==> src/rtl/decoder_stream_host.sv <==
// Host side of the decoder controller byte protocol: serializes one syndrome frame
// into the controller input stream and assembles the controller response into one result word.
module decoder_stream_host #(
  parameter int          GRID_WIDTH_X = 4,
  parameter int          GRID_WIDTH_Z = 1,
  parameter int          GRID_WIDTH_U = 3,
  parameter int          ERASURE      = 1,
  parameter logic [7:0]  HEADER_BYTE  = 8'h01,
  localparam int PU     = GRID_WIDTH_X * GRID_WIDTH_Z,
  localparam int MB     = (PU + 7) / 8,
  localparam int EC     = GRID_WIDTH_U * GRID_WIDTH_U - (GRID_WIDTH_U - 1),
  localparam int EB     = (EC + 7) / 8,
  localparam int CC     = 2 * (GRID_WIDTH_X - 1) * GRID_WIDTH_Z + 1 + GRID_WIDTH_X * GRID_WIDTH_Z,
  localparam int CB     = (CC + 7) / 8,
  localparam int MEAS_W = PU * GRID_WIDTH_U,
  localparam int ERA_W  = EC * GRID_WIDTH_U,
  localparam int CORR_W = CC * GRID_WIDTH_U
) (
  input  logic              clk,
  input  logic              reset,
  input  logic [MEAS_W-1:0] frame_measurements_i,
  input  logic [ERA_W-1:0]  frame_erasures_i,
  input  logic              frame_valid_i,
  output logic              frame_ready_o,
  output logic [7:0]        tx_data_o,
  output logic              tx_valid_o,
  input  logic              tx_ready_i,
  input  logic [7:0]        rx_data_i,
  input  logic              rx_valid_i,
  output logic              rx_ready_o,
  output logic [CORR_W-1:0] result_corrections_o,
  output logic [7:0]        result_iterations_o,
  output logic [15:0]       result_cycles_o,
  output logic              result_valid_o,
  input  logic              result_ready_i,
  output logic              busy_o
);

  localparam int MAXB   = (MB > EB) ? ((MB > CB) ? MB : CB) : ((EB > CB) ? EB : CB);
  localparam int CW_RAW = $clog2(MAXB + 1);
  // The response header is three bytes long, so the byte counter needs at least two bits.
  localparam int CW     = (CW_RAW < 2) ? 2 : CW_RAW;
  localparam int RW     = (GRID_WIDTH_U < 2) ? 1 : $clog2(GRID_WIDTH_U + 1);

  localparam logic [CW-1:0]     MB_L      = CW'(MB);
  localparam logic [CW-1:0]     EB_L      = CW'(EB);
  localparam logic [CW-1:0]     CB_L      = CW'(CB);
  localparam logic [RW-1:0]     U_L       = RW'(GRID_WIDTH_U);
  localparam logic [MB*8-1:0]   MEAS_MASK = (MB*8)'({PU{1'b1}});
  localparam logic [EB*8-1:0]   ERA_MASK  = (EB*8)'({EC{1'b1}});
  localparam logic [CORR_W-1:0] CORR_ONES = CORR_W'({CC{1'b1}});

  // IDLE wait frame | SEND_* stream frame bytes | RECV_* collect response | DONE hold result
  typedef enum logic [2:0] {
    S_IDLE, S_SEND_HDR, S_SEND_MEAS, S_SEND_ERA, S_RECV_HDR, S_RECV_CORR, S_DONE
  } state_t;

  state_t              state_q, state_d;
  logic [CW-1:0]       byte_q, byte_d;
  logic [RW-1:0]       round_q, round_d;
  logic [MEAS_W-1:0]   meas_q, meas_d;
  logic [ERA_W-1:0]    era_q, era_d;
  logic [7:0]          tx_data_q, tx_data_d;
  logic                tx_valid_q, tx_valid_d;
  logic [7:0]          iter_q, iter_d;
  logic [15:0]         cyc_q, cyc_d;
  logic [CORR_W-1:0]   corr_q, corr_d;

  logic [CW-1:0]       byte_inc, limit;
  logic [RW-1:0]       round_inc;
  logic                byte_end;
  state_t              next_tx_state;
  logic [MB*8-1:0]     meas_pad;
  logic [EB*8-1:0]     era_pad;
  logic [7:0]          tx_byte;
  int                  corr_off;
  logic [CORR_W-1:0]   corr_rmask, corr_bmask, corr_wr;

  assign byte_inc  = byte_q + CW'(1);
  assign round_inc = round_q + RW'(1);
  assign limit     = (state_q == S_SEND_MEAS) ? MB_L :
                     (state_q == S_SEND_ERA)  ? EB_L :
                     (state_q == S_RECV_CORR) ? CB_L :
                     (state_q == S_RECV_HDR)  ? CW'(3) : CW'(1);
  assign byte_end  = (byte_inc == limit);

  assign next_tx_state = (state_q == S_SEND_HDR) ? S_SEND_MEAS :
                         (state_q == S_SEND_MEAS && ERASURE != 0) ? S_SEND_ERA : S_RECV_HDR;

  // Current round shifted down to bit 0, zero padded up to a whole number of bytes.
  assign meas_pad = (MB*8)'(meas_q >> (int'(round_q) * PU)) & MEAS_MASK;
  assign era_pad  = (EB*8)'(era_q >> (int'(round_q) * EC)) & ERA_MASK;
  assign tx_byte  = (state_q == S_SEND_MEAS) ? 8'(meas_pad >> (int'(byte_q) * 8)) :
                    (state_q == S_SEND_ERA)  ? 8'(era_pad >> (int'(byte_q) * 8)) : HEADER_BYTE;

  // Round mask drops the bits of a final byte that would spill into the next round.
  assign corr_off   = int'(round_q) * CC + int'(byte_q) * 8;
  assign corr_rmask = CORR_ONES << (int'(round_q) * CC);
  assign corr_bmask = CORR_W'(8'hFF) << corr_off;
  assign corr_wr    = (corr_q & ~(corr_bmask & corr_rmask)) |
                      ((CORR_W'(rx_data_i) << corr_off) & corr_rmask);

  always_comb begin
    state_d    = state_q;
    byte_d     = byte_q;
    round_d    = round_q;
    meas_d     = meas_q;
    era_d      = era_q;
    tx_data_d  = tx_data_q;
    tx_valid_d = tx_valid_q;
    iter_d     = iter_q;
    cyc_d      = cyc_q;
    corr_d     = corr_q;
    case (state_q)
      S_IDLE: begin
        if (frame_valid_i) begin
          meas_d  = frame_measurements_i;
          era_d   = frame_erasures_i;
          state_d = S_SEND_HDR;
        end
      end
      S_SEND_HDR, S_SEND_MEAS, S_SEND_ERA: begin
        if (!tx_valid_q) begin
          tx_valid_d = 1'b1;
          tx_data_d  = tx_byte;
        end else if (tx_ready_i) begin
          tx_valid_d = 1'b0;
          if (byte_end) begin
            byte_d = '0;
            if (state_q == S_SEND_HDR || round_inc == U_L) begin
              round_d = '0;
              state_d = next_tx_state;
            end else begin
              round_d = round_inc;
            end
          end else begin
            byte_d = byte_inc;
          end
        end
      end
      S_RECV_HDR: begin
        if (rx_valid_i) begin
          case (byte_q)
            CW'(0):  iter_d      = rx_data_i;
            CW'(1):  cyc_d[15:8] = rx_data_i;
            default: cyc_d[7:0]  = rx_data_i;
          endcase
          if (byte_end) begin
            byte_d  = '0;
            state_d = S_RECV_CORR;
          end else begin
            byte_d = byte_inc;
          end
        end
      end
      S_RECV_CORR: begin
        if (rx_valid_i) begin
          corr_d = corr_wr;
          if (byte_end) begin
            byte_d = '0;
            if (round_inc == U_L) begin
              round_d = '0;
              state_d = S_DONE;
            end else begin
              round_d = round_inc;
            end
          end else begin
            byte_d = byte_inc;
          end
        end
      end
      S_DONE: begin
        if (result_ready_i) state_d = S_IDLE;
      end
      default: state_d = S_IDLE;
    endcase
  end

  always_ff @(posedge clk) begin
    if (reset) begin
      state_q    <= S_IDLE;
      byte_q     <= '0;
      round_q    <= '0;
      meas_q     <= '0;
      era_q      <= '0;
      tx_data_q  <= '0;
      tx_valid_q <= 1'b0;
      iter_q     <= '0;
      cyc_q      <= '0;
      corr_q     <= '0;
    end else begin
      state_q    <= state_d;
      byte_q     <= byte_d;
      round_q    <= round_d;
      meas_q     <= meas_d;
      era_q      <= era_d;
      tx_data_q  <= tx_data_d;
      tx_valid_q <= tx_valid_d;
      iter_q     <= iter_d;
      cyc_q      <= cyc_d;
      corr_q     <= corr_d;
    end
  end

  assign frame_ready_o        = (state_q == S_IDLE);
  assign busy_o               = (state_q != S_IDLE);
  assign rx_ready_o           = (state_q == S_RECV_HDR) || (state_q == S_RECV_CORR);
  assign result_valid_o       = (state_q == S_DONE);
  assign tx_data_o            = tx_data_q;
  assign tx_valid_o           = tx_valid_q;
  assign result_iterations_o  = iter_q;
  assign result_cycles_o      = cyc_q;
  assign result_corrections_o = corr_q;

endmodule

==> config.mk <==
export PLATFORM = sky130hd
export DESIGN_NAME = decoder_stream_host
export DESIGN_NICKNAME = d
export VERILOG_FILES = /design/src/rtl/decoder_stream_host.sv
export SDC_FILE = /design/constraint.sdc
export NUM_CORES = 1
export LEC_CHECK = 0
export BUFFER_PORTS_ARGS = -buffer_cell sky130_fd_sc_hd__buf_2
export CAP_MARGIN = 10
export CORE_MARGIN = 5
export CORE_UTILIZATION = 55
export DETAILED_ROUTE_END_ITERATION = 16
export PLACE_DENSITY = 0.8
export REMOVE_ABC_BUFFERS = 1
export SLEW_MARGIN = 20
export SYNTH_ARGS = -nofsm -noshare
export SYNTH_HDL_FRONTEND = slang
export SYNTH_SLANG_ARGS = --single-unit
==> constraint.sdc <==
create_clock -name clk -period 4.06 [get_ports clk]
set_input_delay 1.218 -clock clk [delete_from_list [all_inputs] [get_ports clk]]
set_output_delay 1.218 -clock clk [all_outputs]
set_load 0.01 [all_outputs]
==> summary.md, run 1 <==
| Metric | Value |
|---|---|
| Warnings from Yosys | `0` |
| Fin crit share | `76.2%` |
| Clock tree buffer depth | `2` |
| Post-DP HPWL | `approximately 11000 um` |
| Row cnt | `36` |
| Commonest non-fill, non-tap cell in the layout | `nand2_1` |
| Antenna viol nets, final | `0` |
| Layout cells sized above 1 | `20.4%` |
| Worst-Margin Slew | `just over 1 ns` |
| Register area | `2100 um2` |
| Die height | `~110 um` |
| Max_slew headroom | `between 30% and 40%` |
| # hold bufs at CTS | `0` |
| Sequential area share after synthesis | `around two fifths` |
| Routed vias | `around 5300` |
| Reg2Reg Depth | `10` |
| R2r startpoint | `round_q[0]` |
| Post-Synthesis Cells | `695` |
| Detailed Route WL | `approximately 15000 um` |
| Async set-reset flop share out of synthesis | `0%` |
| Synth Area per Inst | `7.92 um2` |
| Top cell type's share of synthesized area | `between 30% and 40%` |
| Commonest cells after routing, fill and taps aside | `nand2_1 (132), buf_2 (115), dfxtp_1 (105), a21oi_1 (85), nor2_1 (40)` |
| # Max-Cap Violations | `0` |
| Clk root buf | `clkbuf_8` |
| Drt wl/cell | `roughly 16 um` |
| Top post-synthesis cells by area | `dfxtp_1 (38%), nand2_1 (9.0%), a21oi_1 (7.7%), mux2i_1 (4.4%), nand3_1 (3.2%)` |
| First-pass GRT wire length | `between 20000 and 25000 um` |
| Power Total | `approximately 0.0025 W` |
| Largest net degree at the start of global routing | `66` |
| Setup tns final | `0 ns` |
| CTS tree | `yes` |
| Cell area after synthesis | `5500 um2` |
| Die Area | `approximately 12000 um2` |
| Final hold violations | `0` |
| Number of port buffers | `between 100 and 150` |
| Clk pin slew, worst setup/hold paths | `0.10 ns` |
| R2R setup slack | `between 0.9 and 1 ns` |
| Non-filler cells, final | `slightly above 900` |
| Placed Cells | `898` |
| Postcts setup bufs | `0` |
| Crit. End Element | `flip-flop` |
| CTS buffer count | `9` |
| Max Slew Vio Count | `0` |
| Post-cts gate resize count | `0` |
| Grt total ovfl | `0` |
| Vias in the first global route | `about 5000` |
| Initial antenna violation count | `0` |
| Nets | `about 840` |
| Status | `completed` |
| Vias per cell | `a little under 6` |
| H-tree levels | `3` |
| Worst Skew | `between 0.015 and 0.02 ns` |
| Endpoints failing setup | `0` |
| Fmax | `between 300 and 400 MHz` |
| Residual DRC | `0` |
| Starting Density | `56.3%` |
| Core Util, Final | `between 60% and 70%` |
| Crit path kind | `reg -> reg` |
| EDFF count, synth | `0` |
| RSZ-0062 raised after global routing | `false` |
| I/O pin count | `~120` |
| Fillers | `914` |
| Routability cong. | `0.992` |
| Setup crit start kind | `flip-flop` |
| Top FF cell, synth | `dfxtp_1` |
| Yosys cell types | `72` |
| WP data required | `4.30 ns` |
| CP Max Fanout | `43` |
| Leakage | `between 2 and 2.5 nW` |
| Hold path start | `result_iterations_o[2]` |
| Fin crit period | `3.09 ns` |
| Reg-to-reg critical path endpoint | `result_corrections_o[29]` |
| Global Route Usage Sum | `24.7%` |
| Core area | `between 9000 and 10000 um2` |
| 1st-iter DRT viols | `around 260` |
| Latest clock arrival within the worst-skew pair | `~0.39 ns` |
| Total clock sinks | `approximately 110` |
| WP data arrival | `about 3.3 ns` |
| Synth area leader | `dfxtp_1` |
| DR pass1 iterations | `5` |
| Hold endpoint | `result_iterations_o[2]` |
| Multi-input gate area | `~3000 um2` |
| Power per Cell Area | `407 nW/um2` |
| Peak supply drop | `around 240 uV` |
| Ant. Diodes | `0` |
| Die width | `between 100 and 150 um` |
| Flops & latches, synth | `around 110` |
| Syn-to-layout area delta | `13.2%` |
| Hold path cells | `2` |
| Worst hold path class | `reg -> reg` |
cells in the mapped netlist (3+ instances only):
| cell type | count |
|---|---|
| o32ai_1 | 5 |
| a311oi_1 | 3 |
| o211ai_1 | 14 |
| o2bb2ai_1 | 3 |
| or3_1 | 7 |
| buf_4 | 7 |
| o21ai_0 | 28 |
| buf_2 | 18 |
| mux2_2 | 8 |
| a21oi_1 | 85 |
| o21bai_1 | 3 |
| inv_1 | 14 |
| o22ai_1 | 6 |
| nor2b_1 | 4 |
| o21ai_1 | 3 |
| a22oi_1 | 9 |
| clkbuf_1 | 25 |
| nand2_1 | 132 |
| nor2_1 | 40 |
| a32o_1 | 4 |
| nor3_1 | 14 |
| nand2b_1 | 13 |
| nand3_1 | 35 |
| o22a_1 | 3 |
| nand4_1 | 3 |
| a22o_1 | 4 |
| a31oi_1 | 4 |
| mux2i_1 | 24 |
| dfxtp_1 | 105 |
| ha_1 | 13 |
| nor4_1 | 4 |
registers in the layout, indices dropped and copies added, names as in the netlist:
| name | cells |
|---|---|
| byte_q | 2 |
| tx_data_o | 7 |
| state_q | 3 |
| era_q | 21 |
| tx_valid_o | 1 |
| result_corrections_o | 33 |
| result_iterations_o | 8 |
| round_q | 2 |
| result_cycles_o | 16 |
| meas_q | 12 |
report_power, final:
group	internal (W)	switching, W
clock	0.000229	0.000377
combinational	0.000255	0.000486
sequential	0.00111	0.0000768
total	0.00159	0.000941
metal layers:
metal | routed length, um | global-route usage (%)
met4 | 325 | 9.53
met3 | 1150 | 4.78
met5 | 0 | 0
met2 | 7170 | 40.2
met1 | 6290 | 32.4
kinds of logic (layout without fill, tap and decap cells):
group                      count (synthesis)  count (layout)  share of synthesized area [%]
other                                      1               1                         0.0681
and+or+nand+nor                          277             277                           23.7
AOI/OAI and AO/OA                        195             195                           22.5
DFF                                      105             105                           38.2
buffers and inverters                     68             154                           5.66
adders and majority gates                 14              14                           3.32
muxes                                     32              32                           6.00
xor gates and xnor gates                   3               3                          0.614
worst max path at each step:
stage | slack [ns] | from | depth (start not counted) | to
after floorplan | -0.04 | round_q[0] | 9 | result_corrections_o[18]
after global placement | 1.11 | round_q[0] | 10 | result_corrections_o[28]
after detailed placement | 1.01 | round_q[0] | 10 | result_corrections_o[29]
after CTS | 0.98 | round_q[0] | 10 | result_corrections_o[26]
after global routing | 0.75 | round_q[0] | 10 | result_corrections_o[29]
final | 0.97 | round_q[0] | 10 | result_corrections_o[29]
area by class of cell:
class	count	area share, %
multi-input combinational	522	49.6
clock buffer	9	1.99
clock inverter	7	0.844
inverter	15	0.904
sequential	105	33.7
tap	133	2.67
timing repair buffer	123	10.2
stage by stage:
stage | cell area, um2 | setup slack [ns] | hold slack, ns
global route | 6230 | 0.754 | 0.479
detailed placement | 6050 | 1.01 | 0.446
finish | 6230 | 0.966 | 0.459
global placement | 6050 | 1.11 | 0.440
floorplan | 5250 | -0.0417 | 0.430
CTS | 6230 | 0.977 | 0.461
worst max-delay path, stage by stage, from the launching register on:
cell and delay (ns):
dfxtp_1 0.35, buf_4 0.43, ha_1 0.29, ha_1 0.18, inv_1 0.06, fa_1 0.40
xor2_2 0.30, o2111ai_4 0.24, or2_0 0.39, o21ai_0 0.21, a21oi_1 0.09
No activity file was read; power rests on OpenSTA's default activity.
==> run 2, diff against run 1 <==
--- a/config.mk
+++ b/config.mk
@@ -8,9 +8,9 @@
 export BUFFER_PORTS_ARGS = -buffer_cell sky130_fd_sc_hd__buf_2
 export CAP_MARGIN = 10
 export CORE_MARGIN = 5
-export CORE_UTILIZATION = 55
+export CORE_UTILIZATION = 50
 export DETAILED_ROUTE_END_ITERATION = 16
-export PLACE_DENSITY = 0.8
+export PLACE_DENSITY = 0.77
 export REMOVE_ABC_BUFFERS = 1
 export SLEW_MARGIN = 20
 export SYNTH_ARGS = -nofsm -noshare
==> constraint.sdc (replaced) <==
create_clock -name clk -period 2.55 [get_ports clk]
set_input_delay 0.765 -clock clk [delete_from_list [all_inputs] [get_ports clk]]
set_output_delay 0.765 -clock clk [all_outputs]
set_load 0.01 [all_outputs]
==> summary.md, run 2 (synthesis results as in run 1) <==
| Metric | Value |
|---|---|
| Die Area | `13200 um2 (+9.1%)` |
| CP Max Fanout | `6 (-86%)` |
| Grt total ovfl | `0 (unchanged)` |
| Comb power frac | `30.3% (+1.1 points)` |
| Pint | `0.00291 W (+83%)` |
| Fin crit period | `2.45 ns (-0.639 ns)` |
| Leakage | `2.62 nW (+9.9%)` |
| Residual DRC | `0 (unchanged)` |
| Latest clock arrival within the worst-skew pair | `0.38 ns (about the same)` |
| RSZ-0062 raised after global routing | `true` |
| Endpoints failing setup | `0 (unchanged)` |
| Worst Skew | `0.00921 ns (-0.00644 ns)` |
| Largest net degree at the start of global routing | `54 (-18%)` |
| CTS tree | `yes` |
| Worst-Margin Slew | `0.697 ns (-0.334 ns)` |
| Total clock sinks | `105 (unchanged)` |
| Nets | `881 (+5.3%)` |
| Switch Pwr | `0.00151 W (+61%)` |
| Gr busiest metal | `met2` |
| Slowest-stage cell, CP | `fa_2` |
| Worst hold path class | `reg -> reg` |
| Starting Density | `51.0% (-5.3 points)` |
| Grt met1 use | `33.0% (+0.51 points)` |
| Crit path kind | `reg -> reg` |
| Global Route Usage Sum | `24.8% (+0.049 points)` |
| 1st-iter DRT viols | `313 (+22%)` |
| Layout cells sized above 1 | `25.8% (+5.5 points)` |
| Final hold violations | `0 (unchanged)` |
| Met3 usage | `4.00% (-0.78 points)` |
| CTS buffer count | `9 (unchanged)` |
| Slowest cell delay on critical path | `0.49 ns (+0.06 ns)` |
| # Max-Cap Violations | `0 (unchanged)` |
| I/O pin count | `117 (unchanged)` |
| Fin crit share | `96.3% (+20 points)` |
| Vias per cell | `5.79 (-0.63%)` |
| M2 GR Usage | `40.1% (-0.085 points)` |
| Sw Share | `34.2% (-2.9 points)` |
| Crit. End Element | `flip-flop` |
| DR pass1 iterations | `5 (unchanged)` |
| Antenna viol nets, final | `0 (unchanged)` |
| # hold bufs at CTS | `0 (unchanged)` |
| WP data required | `2.82 ns (-1.48 ns)` |
| Placed Cells | `940 (+4.7%)` |
| WP data arrival | `2.72 ns (-0.61 ns)` |
| Commonest non-fill, non-tap cell in the layout | `nand2_1` |
| Max reg flops | `33 (unchanged)` |
| Power per Cell Area | `661 nW/um2 (+62%)` |
| Number of port buffers | `115 (unchanged)` |
| Ant. Diodes | `0 (unchanged)` |
| Setup tns final | `0 ns (unchanged)` |
| Routed vias | `5585 (+4.8%)` |
| Initial antenna violation count | `0 (unchanged)` |
| Status | `completed` |
| Drt wl/cell | `17.1 um (+4.8%)` |
| Syn-to-layout area delta | `21.6%` |
| First-pass GRT wire length | `26600 um (+12%)` |
| Clk root buf | `clkbuf_8` |
| Power Total | `0.00442 W (+74%)` |
| Cell Chain, Critical Path | `inv_2, ha_2, ha_1, inv_1, fa_2, buf_6, nor3b_2, mux2i_1, o311a_1, a31oi_1, nand2_1` |
| Non-filler cells, final | `964 (+5.5%)` |
| Setup crit start kind | `flip-flop` |
| Peak supply drop | `447 uV (+85%)` |
| Buffers and inverters on the worst path | `3 (+1)` |
| Clk pin slew, worst setup/hold paths | `0.09 ns (about the same)` |
| H-tree levels | `3 (unchanged)` |
| Place WS | `-0.0751 ns (-1.08 ns)` |
| Clock tree buffer depth | `2 (unchanged)` |
| Die width | `115 um (+4.4%)` |
| Max_slew headroom | `53.5% (+22 points)` |
| CP top delay family | `adder cells` |
| Clock share of power | `27.0% (+3.1 points)` |
| Routability cong. | `0.922 (-7.0%)` |
| Setup ws final | `0.0952 ns (-0.871 ns)` |
| Fillers | `963 (+5.4%)` |
| Max Slew Vio Count | `0 (unchanged)` |
| Fmax | `407 MHz (+26%)` |
| Detailed Route WL | `16500 um (+10%)` |
| Core Util, Final | `62.0% (-1.7 points)` |
| Core area | `10800 um2 (+10%)` |
| Sequential share of power | `42.8% (-4.1 points)` |
| Row cnt | `38 (+5.6%)` |
| Post-DP HPWL | `11900 um (+10%)` |
| Commonest cells after routing, fill and taps aside | `nand2_1 (132), buf_2 (115), dfxtp_1 (104), a21oi_1 (84), buf_4 (49)` |
| Vias in the first global route | `5299 (+8.5%)` |
| Die height | `115 um (+4.4%)` |
-- run 2: timing repair --
item                       in CTS  in global routing
buffers inserted                1                  8
setup endpoints to repair      14                 32
hold endpoints to repair        0                  0
resized for setup               0                 18
pin swaps                       1                  2
-- run 2: worst paths after layout --
path | start | to | cells after the start | slack [ns]
min | result_cycles_o[2] | result_cycles_o[2] | 2 | 0.46
max | round_q[1] | result_corrections_o[32] | 11 | 0.1
max reg2reg | round_q[1] | result_corrections_o[32] | 11 | 0.1
min reg2reg | result_cycles_o[2] | result_cycles_o[2] | 2 | 0.46
-- run 2: stage by stage --
stage          hold slack, ns  cell area [um2]
2_1_floorplan           0.430             5250
3_3_place_gp            0.439             6350
3_5_place_dp            0.446             6350
4_1_cts                 0.460             6580
5_1_grt                 0.480             6690
6_report                0.457             6690
-- run 2: tightest hold or removal path, cell delays in order, from the launching register on --
cell,delay (ns)
dfxtp_1,0.32
nand2_1,0.05
a21oi_1,0.05
-- run 2: power groups by stage --
stage	sequential [W]	combinational (W)	clock [W]
finish	0.00189	0.00134	0.00119
global route	0.00192	0.00147	0.00127
CTS	0.00189	0.00131	0.00121
detailed placement	0.00193	0.00130	0
global placement	0.00192	0.00128	0
floorplan	0.00193	0.000774	0
-- run 2: final cells by class --
type / count / area, um2 / share of cell area, %
multi-input combinational: 522 / 3130 / 46.8
timing repair buffer: 167 / 995 / 14.9
inverter: 15 / 56.3 / 0.842
sequential: 105 / 2100 / 31.4
clock buffer: 13 / 169 / 2.52
clock inverter: 2 / 60.1 / 0.898
tap: 140 / 175 / 2.62
-- run 2: layer usage --
layer	vias to the layer above	routed length [um]
met5	-	0
met4	0	386
met3	33	1350
met2	239	7820
met1	2606	6960
li1	2707	-
